$ cat config.mk
export PLATFORM = sky130hd
export DESIGN_NAME = fetch_pc_gen_flat
export DESIGN_NICKNAME = d
export VERILOG_FILES = /design/src/rtl/fetch_pc_gen_if.sv /design/src/rtl/fetch_pc_gen.sv /design/src/flat_wrapper.sv
export SDC_FILE = /design/constraint.sdc
export NUM_CORES = 1
export LEC_CHECK = 0
export CAP_MARGIN = 20
export CORE_ASPECT_RATIO = 0.5
export CORE_MARGIN = 10
export CORE_UTILIZATION = 40
export DETAILED_ROUTE_END_ITERATION = 8
export GPL_ROUTABILITY_DRIVEN = 0
export GPL_TIMING_DRIVEN = 0
export PLACE_DENSITY_LB_ADDON = 0.25
export SLEW_MARGIN = 20
export SYNTH_ARGS = -nofsm -noshare
export SYNTH_HDL_FRONTEND = slang
export SYNTH_SLANG_ARGS = --single-unit
$ cat constraint.sdc
create_clock -name clk -period 4.21 [get_ports clk]
set_input_delay 0.6315 -clock clk [delete_from_list [all_inputs] [get_ports clk]]
set_output_delay 0.6315 -clock clk [all_outputs]
set_load 0.01 [all_outputs]
$ cat src/rtl/fetch_pc_gen_if.sv
// ---------------------------------------------------------------------------
// fetch_pc_gen_if
// Purpose : bundles every fetch-stage signal of fetch_pc_gen (fetch request,
//           prediction, execute-stage redirect and resolved-branch update).
// Modports:
//   master - the PC generator: drives pc, pc_valid, fetch_pred_taken and
//            fetch_pred_target; receives pc_ready, pred_taken, redirect_* and br_*.
//   slave  - the surrounding pipeline (imem, predictor, execute stage).
// Signals :
//   pc[31:0]                 current fetch PC
//   pc_valid / pc_ready      fetch request handshake
//   pred_taken               direction prediction for pc (same cycle)
//   fetch_pred_taken         final taken prediction for pc
//   fetch_pred_target[31:0]  predicted next PC
//   redirect_valid / redirect_pc[31:0]        execute-stage redirect
//   br_valid / br_pc / br_taken / br_target   resolved-branch update
// ---------------------------------------------------------------------------
interface fetch_pc_gen_if;
  logic [31:0] pc;
  logic        pc_valid;
  logic        pc_ready;
  logic        pred_taken;
  logic        fetch_pred_taken;
  logic [31:0] fetch_pred_target;
  logic        redirect_valid;
  logic [31:0] redirect_pc;
  logic        br_valid;
  logic [31:0] br_pc;
  logic        br_taken;
  logic [31:0] br_target;

  modport master (
    output pc, pc_valid, fetch_pred_taken, fetch_pred_target,
    input  pc_ready, pred_taken, redirect_valid, redirect_pc,
           br_valid, br_pc, br_taken, br_target
  );

  modport slave (
    input  pc, pc_valid, fetch_pred_taken, fetch_pred_target,
    output pc_ready, pred_taken, redirect_valid, redirect_pc,
           br_valid, br_pc, br_taken, br_target
  );
endinterface

$ cat src/rtl/fetch_pc_gen.sv
// ---------------------------------------------------------------------------
// fetch_pc_gen
// Purpose : fetch-stage next-PC generator. Holds the fetch PC, predicts the
//           next PC from a direct-mapped BTB combined with the external
//           direction prediction, and applies execute-stage redirects.
// Ports   :
//   clk    - clock
//   reset  - synchronous, active-high reset
//   bus    - fetch_pc_gen_if.master (pc/pc_valid/pc_ready handshake,
//            pred_taken in, fetch_pred_* out, redirect_* and br_* in)
// Params  :
//   WIDTH_BTB - log2 of BTB entries; index = pc[WIDTH_BTB+1:2],
//               tag = pc[31:WIDTH_BTB+2]
//   RESET_PC  - fetch PC loaded by reset
// Config  :
//   FETCHPC_BTB_EN defined     -> BTB plus index-by-index clear state
//   FETCHPC_BTB_EN not defined -> no BTB, one-cycle clear state, always
//                                 predicts pc+4, pred_taken and br_* ignored
// ---------------------------------------------------------------------------
module fetch_pc_gen #(
  parameter int          WIDTH_BTB = 6,
  parameter logic [31:0] RESET_PC  = 32'h0
) (
  input logic            clk,
  input logic            reset,
  fetch_pc_gen_if.master bus
);

  typedef enum logic {S_CLEAR, S_RUN} state_t;

  state_t      state_reg, state_next;
  logic [31:0] pc_reg, pc_next;
  logic [31:0] pc_plus4;
  logic        in_run;
  logic        clear_done;
  logic        pred_taken_int;
  logic [31:0] pred_target_int;

  assign in_run   = (state_reg == S_RUN);
  assign pc_plus4 = pc_reg + 32'd4;

`ifdef FETCHPC_BTB_EN
  localparam int ENTRIES = 1 << WIDTH_BTB;
  localparam int TAG_W   = 32 - WIDTH_BTB - 2;

  logic [WIDTH_BTB-1:0] clr_idx_reg, clr_idx_next;
  logic [ENTRIES-1:0]   valid_reg;
  logic [TAG_W-1:0]     tag_mem    [ENTRIES];
  logic [31:0]          target_mem [ENTRIES];
  logic [WIDTH_BTB-1:0] rd_idx, wr_idx;
  logic [TAG_W-1:0]     rd_tag, wr_tag;
  logic                 wr_en;
  logic                 hit;
  logic [1:0]           unused_br_pc_low;

  assign rd_idx           = pc_reg[WIDTH_BTB+1:2];
  assign rd_tag           = pc_reg[31:WIDTH_BTB+2];
  assign wr_idx           = bus.br_pc[WIDTH_BTB+1:2];
  assign wr_tag           = bus.br_pc[31:WIDTH_BTB+2];
  assign unused_br_pc_low = bus.br_pc[1:0];

  // Only taken branches allocate; updates arriving while clearing are dropped.
  assign wr_en = in_run && !reset && bus.br_valid && bus.br_taken;

  // Lookup reads the pre-write contents; a same-cycle write shows up next cycle.
  assign hit = valid_reg[rd_idx] && (tag_mem[rd_idx] == rd_tag);

  // Gated by in_run so valid bits not yet cleared can never produce a prediction.
  assign pred_taken_int  = in_run && hit && bus.pred_taken;
  assign pred_target_int = pred_taken_int ? target_mem[rd_idx] : pc_plus4;

  assign clear_done   = (clr_idx_reg == {WIDTH_BTB{1'b1}});
  assign clr_idx_next = (state_reg == S_CLEAR) ? clr_idx_reg + 1'b1 : '0;

  always_ff @(posedge clk) begin
    if (reset) begin
      clr_idx_reg <= '0;
    end else begin
      clr_idx_reg <= clr_idx_next;
    end
  end

  // One valid flop per entry: cleared when the sweep reaches it, set on allocate.
  generate
    for (genvar gi = 0; gi < ENTRIES; gi++) begin : g_valid
      always_ff @(posedge clk) begin
        if (!reset && (state_reg == S_CLEAR) && (clr_idx_reg == WIDTH_BTB'(gi))) begin
          valid_reg[gi] <= 1'b0;
        end else if (wr_en && (wr_idx == WIDTH_BTB'(gi))) begin
          valid_reg[gi] <= 1'b1;
        end
      end
    end
  endgenerate

  always_ff @(posedge clk) begin
    if (wr_en) begin
      tag_mem[wr_idx]    <= wr_tag;
      target_mem[wr_idx] <= bus.br_target;
    end
  end
`else
  localparam int unused_width_btb = WIDTH_BTB;

  logic unused_inputs;

  assign unused_inputs   = ^{bus.pred_taken, bus.br_valid, bus.br_pc,
                             bus.br_taken, bus.br_target};
  assign clear_done      = 1'b1;
  assign pred_taken_int  = 1'b0;
  assign pred_target_int = pc_plus4;
`endif

  // State and PC registers.
  always_ff @(posedge clk) begin
    if (reset) begin
      state_reg <= S_CLEAR;
      pc_reg    <= RESET_PC;
    end else begin
      state_reg <= state_next;
      pc_reg    <= pc_next;
    end
  end

  // Redirects load pc in either state and never disturb the clear sweep.
  always_comb begin
    state_next = state_reg;
    pc_next    = pc_reg;
    if ((state_reg == S_CLEAR) && clear_done) begin
      state_next = S_RUN;
    end
    if (bus.redirect_valid) begin
      pc_next = bus.redirect_pc;
    end else if (in_run && bus.pc_ready) begin
      pc_next = pred_target_int;
    end
  end

  assign bus.pc                = pc_reg;
  assign bus.pc_valid          = in_run;
  assign bus.fetch_pred_taken  = pred_taken_int;
  assign bus.fetch_pred_target = pred_target_int;

endmodule

$ cat src/flat_wrapper.sv
// flat-port wrapper written by rule: the top's interface ports become plain ports
module fetch_pc_gen_flat 
#(
  parameter int          WIDTH_BTB = 6,
  parameter logic [31:0] RESET_PC  = 32'h0
)
  (clk, reset, bus_pc, bus_pc_valid, bus_fetch_pred_taken, bus_fetch_pred_target, bus_pc_ready, bus_pred_taken, bus_redirect_valid, bus_redirect_pc, bus_br_valid, bus_br_pc, bus_br_taken, bus_br_target);
  fetch_pc_gen_if bus_i ();
  input logic clk;
  input logic reset;
  output wire logic [$bits(bus_i.pc)-1:0] bus_pc;
  output wire logic [$bits(bus_i.pc_valid)-1:0] bus_pc_valid;
  output wire logic [$bits(bus_i.fetch_pred_taken)-1:0] bus_fetch_pred_taken;
  output wire logic [$bits(bus_i.fetch_pred_target)-1:0] bus_fetch_pred_target;
  input wire logic [$bits(bus_i.pc_ready)-1:0] bus_pc_ready;
  input wire logic [$bits(bus_i.pred_taken)-1:0] bus_pred_taken;
  input wire logic [$bits(bus_i.redirect_valid)-1:0] bus_redirect_valid;
  input wire logic [$bits(bus_i.redirect_pc)-1:0] bus_redirect_pc;
  input wire logic [$bits(bus_i.br_valid)-1:0] bus_br_valid;
  input wire logic [$bits(bus_i.br_pc)-1:0] bus_br_pc;
  input wire logic [$bits(bus_i.br_taken)-1:0] bus_br_taken;
  input wire logic [$bits(bus_i.br_target)-1:0] bus_br_target;
  assign bus_pc = bus_i.pc;
  assign bus_pc_valid = bus_i.pc_valid;
  assign bus_fetch_pred_taken = bus_i.fetch_pred_taken;
  assign bus_fetch_pred_target = bus_i.fetch_pred_target;
  assign bus_i.pc_ready = bus_pc_ready;
  assign bus_i.pred_taken = bus_pred_taken;
  assign bus_i.redirect_valid = bus_redirect_valid;
  assign bus_i.redirect_pc = bus_redirect_pc;
  assign bus_i.br_valid = bus_br_valid;
  assign bus_i.br_pc = bus_br_pc;
  assign bus_i.br_taken = bus_br_taken;
  assign bus_i.br_target = bus_br_target;
  fetch_pc_gen #(.WIDTH_BTB(WIDTH_BTB), .RESET_PC(RESET_PC)) u_core (.clk(clk), .reset(reset), .bus(bus_i));
endmodule
==> impl_metrics.ini, run 1 <==
[floorplan]
coreArea_um2 = 6156
fp.dieH_um = 76.75
start_util_pct = 41.85
dieArea_um2 = 10250
rows = 20
io_pins = 169
die_width_um = 133.5

[route]
highest_layer = met4
via_per_inst = 5.791
drt_iter0_markers = 303
ant_nets = 0
route.layer.met1.wl_um = 4072
drc = 0
firstDrtPassIters = 5
drt_wl_total_um = 9545
route.vias.total = 2994
routed-wl-met2_um = 4452
routedWlPerCell_um = 18.46
route.met3.wl_um = 911

[setup_path]
reg2reg_from = u_core.bus.pc[2]
cp.required_ns = 3.58
start_kind = flip-flop
worst-r2r-cell-count = 7
r2r_end = u_core.bus.pc[22]
timing.critical_path.to = bus_fetch_pred_target[28]
worstPathArrival_ns = 3.18
path_class = flip-flop to primary output
critPathCaptureType = primary output
r2r_setup_slack_ns = 1.60
crit_start = u_core.bus.pc[2]
crit_fanout = 10

[clock_network]
cts_root_buffer = clkbuf_16
tritoncts = done
post_cts_resized = 0
cts_made_buffers = 5
insertion_delay_ns = 0.29
post_cts_buffers = 0
numClockSinks = 33
postCtsHoldBufs = 0
h-tree-depth = 2
clockBufferDepth = 2
clkTransAtPathRegs_ns = 0.06

[finish]
final_cell_mix = clkdlybuf4s50_1, nor2_1, dfxtp_1, nand2_1, xnor2_1
regArea_um2 = 660.6
drive_gt1_share_pct = 7.459
syn_to_final_growth_pct = 49.98
utilization_pct = 62.76
num_antenna_cells = 0
largest_reg_flops = 32
final_common_cell = clkdlybuf4s50_1
multi_input_area_um2 = 1617
nFillCells = 539
nNetsFinal = 532

[timing]
finalHoldViolations = 0
tightest_slew_ns = 0.8594
grt_setup_unrepaired = false
finalCriticalPeriod_ns = 3.808
slew_headroom_pct = 42.18
fmax_mhz = 262.6
setup_slack_ns = 0.4017
finalSetupViolations = 0
finalCritPeriodShare_pct = 90.46
finClkSkew_ns = 0.006007
drv_slew = 0
fin_setup_tns_ns = 0

[yosys]
netlist_area_um2 = 2576
ys_seq_area_share_pct = 25.64
synthMuxAreaShare_pct = 0.7771
synth-seq-cells = 33
synth_top_family_by_area = simple AND/OR/NAND/NOR gates
synthTopCellsByArea = dfxtp_1, xnor2_1, xor2_1
synthesis.nets = 425
syn_inst = 321
yosysTopAreaCell = dfxtp_1
ys_async_sr_fraction_pct = 0
synth_edf_count = 0
synth_simple_gate_area_share_pct = 31.37
syn_area_per_cell_um2 = 8.026
yosys_warnings = 0
netlist.area_leader.share_pct = 25.64
yosysUniqueCellTypes = 50
synth_xor_area_share_pct = 12.58
synthFlopType = dfxtp_1
synthAdderAreaFrac_pct = 0.4857
synth_compound_gate_area_share_pct = 17.39

[placed_design]
dp.final_hpwl_um = 7372
post-place-ws_ns = 0.7897
port_buffers = 100

[job]
cap_violations = 0

[global_route]
track_usage_pct = 17.79
grt_max_degree = 12
grt_pass1_wl_um = 15280
antenna_found_initial = 0
grt_overflow = 0
grt_pass1_vias = 2904

[run_status]
outcome = complete, no violations

[pwr]
power.density_nw_per_um2 = 281.3
cellLeakagePower_uw = 0.001369
ir_drop_mv = 0.1606

[hold_path]
hold_path_class = flip-flop to flip-flop
[critical path, cell delays in order, from the launching register on]
cell and delay [ns]:
dfxtp_1 0.42, ha_1 0.24, nand3_1 0.15, clkbuf_1 0.26, nor4_1 0.54, buf_2 0.32, and3_1 0.22, xor2_1 0.17
clkdlybuf4s50_1 0.56
[final cells by class]
class                   count  share of cell area [%]
clock inverters             2                  0.9715
clock buffers               6                   3.595
well taps                  88                   2.850
repair buffers            100                   25.91
inverters                   6                  0.5829
plain buffers              32                   7.157
multi-input cells         250                   41.84
flip-flops and latches     33                   17.10
[stage by stage]
stage / cell area, um^2 / total power (uW) / instances / hold WS [ns]
2_1_floorplan: 2576 / 491.5 / 321 / 0.5442
3_3_place_gp: 3687 / 637.2 / 509 / 0.5033
3_5_place_dp: 3687 / 642.1 / 509 / 0.5359
4_1_cts: 3864 / 1088 / 517 / 0.5489
5_1_grt: 3864 / 1126 / 517 / 0.5822
6_report: 3864 / 1087 / 517 / 0.5462
[metal layers]
layer,global-route usage [%],vias to the layer above
met1,22.30,1412
met4,5.724,0
met3,4.161,11
met5,0,-
met2,29.38,163
li1,-,1408
[cells in the mapped netlist (2+ instances only)]
| cell | n |
|---|---|
| inv_1 | 6 |
| clkbuf_1 | 13 |
| clkbuf_8 | 7 |
| o21ai_0 | 3 |
| buf_2 | 2 |
| mux2i_1 | 2 |
| a211o_1 | 3 |
| nand4_1 | 20 |
| buf_1 | 2 |
| buf_4 | 5 |
| nand3_1 | 16 |
| and4_1 | 5 |
| dfxtp_1 | 33 |
| nand2_1 | 29 |
| a31oi_1 | 4 |
| a211oi_1 | 8 |
| and2_1 | 4 |
| a311o_1 | 3 |
| bufbuf_16 | 2 |
| and3_1 | 7 |
| or3_1 | 4 |
| xor2_1 | 16 |
| o221ai_1 | 2 |
| xnor2_1 | 21 |
| a2111oi_0 | 2 |
| a311oi_1 | 8 |
| o2111a_1 | 3 |
| o31ai_1 | 5 |
| and4_2 | 2 |
| a21oi_1 | 6 |
| nor2_1 | 36 |
| or4_1 | 4 |
| nor3_1 | 11 |
| o211ai_1 | 2 |
| nor4_1 | 9 |
| a31o_2 | 2 |
[worst min path at each step]
stage / startpoint / endpoint / slack, ns / depth (start not counted)
6_report: u_core.bus.pc[0] / u_core.bus.pc[0] / 0.55 / 2
5_1_grt: u_core.bus.pc[0] / u_core.bus.pc[0] / 0.58 / 2
4_1_cts: u_core.bus.pc[0] / u_core.bus.pc[0] / 0.55 / 2
3_5_place_dp: u_core.bus.pc[0] / u_core.bus.pc[0] / 0.54 / 2
3_3_place_gp: u_core.bus.pc[1] / u_core.bus.pc[1] / 0.50 / 2
2_1_floorplan: u_core.bus.pc[0] / u_core.bus.pc[0] / 0.54 / 2
[kinds of logic (layout without fill, tap and decap cells)]
logic type      Yosys count  count (layout)
other cells               1               1
compound gates           57              57
fa+ha+maj                 1               1
buf+inv                  38             146
mux                       2               2
simple gates            152             152
xor+xnor                 37              37
flops                    33              33
[report_power, final]
group | total (uW) | switching (uW) | internal, uW
Clock | 450 | 155 | 296
Combinational | 272 | 117 | 156
Sequential | 364 | 30.3 | 334
No activity file was read; power rests on OpenSTA's default activity.
==> inputs of run 2 (changes only) <==
--- a/config.mk
+++ b/config.mk
@@ -6,7 +6,6 @@
 export NUM_CORES = 1
 export LEC_CHECK = 0
 export CAP_MARGIN = 20
-export CORE_ASPECT_RATIO = 0.5
 export CORE_MARGIN = 10
 export CORE_UTILIZATION = 40
 export DETAILED_ROUTE_END_ITERATION = 8
==> run 2 against run 1 <==
Die area down 1.9%. First-iteration DRC count is 40% lower. Register-to-register slack improved by 0.25 ns. Global-route usage up 0.32 points. Sequential power barely moved. Maximum frequency grew 4.5%. Worst setup slack better by 0.16 ns. Via count shrank 1.8%. Cell area is 2.7% lower. Count of clock-buffer cells in the layout grew 1. Largest cell class unchanged. Largest power group is now sequential cells.
==> impl_metrics.ini, run 2 (synthesis gave the netlist of run 1 again) <==
[run_status]
outcome = complete, no violations

[setup_path]
critPathBufInv = 2
cp.required_ns = 3.58
cpPeakStageDelay_ns = 0.82
r2r_setup_slack_ns = 1.85
cp_slowest_cell = nor4_1
path_class = flip-flop to primary output
critPathCaptureType = primary output
crit_chain = clkbuf_1 -> nand4_1 -> nor4_1 -> and3_1 -> xor2_1 -> clkdlybuf4s50_1
crit_fanout = 8
start_kind = flip-flop
r2r_end = u_core.bus.pc[29]
worst-r2r-cell-count = 5
reg2reg_from = u_core.bus.pc[14]
cpLargestDelayFamily = simple AND/OR/NAND/NOR gates
worstPathArrival_ns = 3.01

[finish]
nNetsFinal = 532
syn_to_final_growth_pct = 45.94
drive_gt1_share_pct = 7.009
largest_reg_flops = 32
final_cell_mix = clkdlybuf4s50_1, nor2_1, dfxtp_1, nand2_1, xnor2_1
final_common_cell = clkdlybuf4s50_1
num_antenna_cells = 0

[clock_network]
numClockSinks = 33
h-tree-depth = 2
postCtsHoldBufs = 0
clkTransAtPathRegs_ns = 0.08
insertion_delay_ns = 0.29
tritoncts = done
clockBufferDepth = 2
post_cts_resized = 0
post_cts_buffers = 0
cts_root_buffer = clkbuf_8
cts_made_buffers = 5

[pwr]
cellLeakagePower_uw = 0.001330
power.density_nw_per_um2 = 235.8
ir_drop_mv = 0.1905
p_total_uw = 886.7

[timing]
slew_headroom_pct = 38.44
tightest_slew_ns = 0.9150
finalCriticalPeriod_ns = 3.645
finClkSkew_ns = 0.01291
grt_setup_unrepaired = false
fin_setup_tns_ns = 0
finalHoldViolations = 0
drv_slew = 0
fmax_mhz = 274.3
finalSetupViolations = 0
finalCritPeriodShare_pct = 86.59

[global_route]
grt_max_degree = 11
grt_pass1_vias = 2916
grt_overflow = 0
antenna_found_initial = 0
track_usage_pct = 18.10
grt_pass1_wl_um = 15060

[floorplan]
dieArea_um2 = 10050
coreArea_um2 = 6314
fp.dieH_um = 100.3
die_width_um = 100.3
start_util_pct = 40.80
rows = 29
io_pins = 169

[route]
ant_nets = 0
drc = 0
firstDrtPassIters = 5
drt_wl_total_um = 9099
drt_iter0_markers = 183
route.vias.total = 2940
routedWlPerCell_um = 18.02
via_per_inst = 5.822

[hold_path]
holdPathEnd = u_core.bus.pc[1]
whs_path_depth = 2
hold_path_class = flip-flop to flip-flop
hp-start = u_core.bus.pc[1]

[job]
cap_violations = 0

[placed_design]
port_buffers = 100
dp.final_hpwl_um = 7046
==> run 2: area by class of cell <==
type	count	area, um^2
tap	77	96.34
clock buffer	7	86.33
buffer	32	276.5
fill	615	2554
multi-input combinational	250	1617
timing repair buffer	100	1001
inverter	6	22.52
sequential	33	660.6
==> run 2: how the worst max path moves through the flow <==
stage	depth (start not counted)	end	from	slack [ns]
3_5_place_dp	8	bus_fetch_pred_target[28]	u_core.bus.pc[2]	0.89
6_report	6	bus_fetch_pred_target[31]	u_core.bus.pc[14]	0.56
4_1_cts	8	bus_fetch_pred_target[28]	u_core.bus.pc[2]	0.62
5_1_grt	6	bus_fetch_pred_target[31]	u_core.bus.pc[14]	0.28
3_3_place_gp	8	bus_fetch_pred_target[28]	u_core.bus.pc[2]	0.92
2_1_floorplan	5	bus_fetch_pred_target[31]	u_core.bus.pc[12]	1.69
==> run 2: worst min-delay path: cells and delay by family (launching register included) <==
kind	cells	cell delay, ns
simple gates	1	0.08
mux	1	0.08
flops	1	0.35
==> run 2: stage by stage <==
step / worst slack (ns) / utilization, % / area [um^2] / instances / hold slack (ns)
after global placement: 0.9176 / 58.18 / 3674 / 498 / 0.5093
final: 0.5646 / 59.55 / 3760 / 505 / 0.5431
after global routing: 0.2756 / 59.55 / 3760 / 505 / 0.6021
after detailed placement: 0.8911 / 58.18 / 3674 / 498 / 0.5224
after CTS: 0.6227 / 59.55 / 3760 / 505 / 0.5489
after floorplan: 1.687 / - / 2576 / 321 / 0.5442
==> run 2: metal layers <==
| metal | routed length [um] | GRT usage [%] | vias up | share of wire [%] |
|---|---|---|---|---|
| met5 | 0 | 0 | - | 0 |
| met1 | 3634 | 21.17 | 1406 | 40 |
| met2 | 4424 | 29.87 | 116 | 49 |
| met4 | 154 | 5.652 | 0 | 1.7 |
| met3 | 886 | 6.799 | 15 | 9.7 |
| li1 | - | - | 1403 | - |
==> run 2: where the power goes <==
group | internal, uW | switching [uW]
sequential | 333 | 31.1
clock | 130 | 123
combinational | 156 | 114
==> inputs of run 3 (changes only) <==
--- a/config.mk
+++ b/config.mk
@@ -5,11 +5,13 @@
 export SDC_FILE = /design/constraint.sdc
 export NUM_CORES = 1
 export LEC_CHECK = 0
+export ABC_AREA = 0
 export CAP_MARGIN = 20
 export CORE_MARGIN = 10
-export CORE_UTILIZATION = 40
+export CORE_UTILIZATION = 55
 export DETAILED_ROUTE_END_ITERATION = 8
-export GPL_ROUTABILITY_DRIVEN = 0
+export DONT_BUFFER_PORTS = 1
+export GPL_ROUTABILITY_DRIVEN = 1
 export GPL_TIMING_DRIVEN = 0
 export PLACE_DENSITY_LB_ADDON = 0.25
 export SLEW_MARGIN = 20
==> run 3 against run 2 <==
Register-to-register slack worse by 0.11 ns. Sequential power up 4%. Hold slack worse by 0.063 ns. Non-clock buffer count down 100. Maximum frequency up 10%. Worst setup slack better by 0.34 ns. Count of clock-buffer cells in the layout unchanged. Total power down 10%. Via count down 12%. Clock skew down 0.0030 ns. Cell area down 27%. Sequential cell count unchanged. Largest power group unchanged.
==> impl_metrics.ini, run 3 (synthesis gave the netlist of run 1 again) <==
[run_status]
outcome = complete, no violations

[clock_network]
insertion_delay_ns = 0.30
tritoncts = done
clockBufferDepth = 2
clkTransAtPathRegs_ns = 0.07
post_cts_buffers = 0
postCtsHoldBufs = 0
cts_root_buffer = clkbuf_8
h-tree-depth = 2
cts_made_buffers = 5
numClockSinks = 33
post_cts_resized = 0

[setup_path]
r2r_setup_slack_ns = 1.74
crit_fanout = 8
critPathCaptureType = primary output
timing.critical_path.to = bus_fetch_pred_target[31]
worst-r2r-cell-count = 7
cp_slowest_cell = nor4_1
reg2reg_from = u_core.bus.pc[2]
cp.required_ns = 3.58
r2r_end = u_core.bus.pc[22]
cpPeakStageDelay_ns = 0.82
path_class = flip-flop to primary output
worstPathArrival_ns = 2.67
crit_chain = clkbuf_1 -> nand4_1 -> nor4_1 -> and3_1 -> xor2_1
start_kind = flip-flop
crit_start = u_core.bus.pc[14]

[placed_design]
port_buffers = 0
gp_congestion = 0.8838
dp.final_hpwl_um = 6207

[timing]
finClkSkew_ns = 0.009888
fmax_mhz = 302.7
finalHoldViolations = 0
drv_slew = 0
finalCritPeriodShare_pct = 78.48
tightest_slew_ns = 0.9077
grt_setup_unrepaired = false
finalCriticalPeriod_ns = 3.304
fin_setup_tns_ns = 0
finalSetupViolations = 0
slew_headroom_pct = 38.93
timing.hold.ws_ns = 0.4801

[pwr]
switchingPower_uw = 253.9
internal_power_uw = 542.5
p_clk_share_pct = 34.6
ir_drop_mv = 0.1765
swShare_pct = 31.88
cellLeakagePower_uw = 0.0009676
combPwrFrac_pct = 18.0
seqPwrFrac_pct = 47.4
power.density_nw_per_um2 = 290.3

[global_route]
met2_usage_pct = 32.48
grt_pass1_vias = 2410
track_usage_pct = 20.40
grt_max_degree = 11
grt_overflow = 0
top_usage_layer = met2
grtUsageMet3_pct = 8.640
grt_pass1_wl_um = 12790
antenna_found_initial = 0
grtUsageMet1_pct = 24.67

[finish]
final_cell_mix = nor2_1, dfxtp_1, nand2_1, xnor2_1, nand4_1
syn_to_final_growth_pct = 6.459
drive_gt1_share_pct = 9.726
num_antenna_cells = 0
final_common_cell = nor2_1
nNetsFinal = 432
largest_reg_flops = 32

[floorplan]
coreArea_um2 = 4444
rows = 24
dieArea_um2 = 7822
fp.dieH_um = 88.44
start_util_pct = 57.97
io_pins = 169
die_width_um = 88.44

[hold_path]
hold_path_class = primary input to flip-flop

[route]
drt_wl_total_um = 8134
drc = 0
firstDrtPassIters = 4
routedWlPerCell_um = 21.35
drt_iter0_markers = 149
ant_nets = 0
via_per_inst = 6.801
route.vias.total = 2591

[job]
cap_violations = 0
run 3: how the worst min path moves through the flow:
stage	from	to	slack [ns]	cells after the start
finish	bus_redirect_pc[4]	u_core.bus.pc[4]	0.48	2
global route	bus_redirect_pc[4]	u_core.bus.pc[4]	0.49	2
CTS	bus_redirect_pc[4]	u_core.bus.pc[4]	0.48	2
detailed placement	u_core.bus.pc[1]	u_core.bus.pc[1]	0.59	2
global placement	u_core.bus.pc[1]	u_core.bus.pc[1]	0.57	2
floorplan	u_core.bus.pc[0]	u_core.bus.pc[0]	0.54	2
run 3: critical path: cells and delay by family (launching register included):
family	cells	cell delay [ns]
XOR/XNOR	1	0.27
buffers and inverters	1	0.30
flip-flops	1	0.38
AND/OR/NAND/NOR	3	1.44
run 3: per-stage QoR:
stage | instance area, um^2 | power (uW) | worst slack (ns) | utilization (%) | cells
after floorplan | 2576 | 491.5 | 1.687 | - | 321
after global placement | 2641 | 525.0 | 1.292 | 59.43 | 373
after detailed placement | 2641 | 527.8 | 1.257 | 59.43 | 373
after CTS | 2743 | 793.6 | 0.9458 | 61.71 | 381
after global routing | 2743 | 826.1 | 0.7271 | 61.71 | 381
final | 2743 | 796.3 | 0.9061 | 61.71 | 381
run 3: layout make-up:
cell class	instances	area [um^2]
fill	417	1702
clock buffer	7	96.34
clock inverter	1	5.005
tap	52	65.06
multi-input combinational	250	1617
buffer	32	276.5
inverter	6	22.52
sequential	33	660.6
run 3: power groups by stage:
stage | sequential [uW] | combinational (uW) | clock, uW
final | 378 | 143 | 275
after global routing | 382 | 156 | 288
after floorplan | 374 | 118 | 0
after global placement | 384 | 141 | 0
after detailed placement | 386 | 142 | 0
after CTS | 378 | 143 | 273
run 3: per-layer routing:
layer,part of all wire [%],up-vias,wire length [um]
li1,-,1210,-
met1,39,1227,3187
met2,46,140,3733
met3,13,14,1098
met4,1.4,0,115
met5,0,-,0
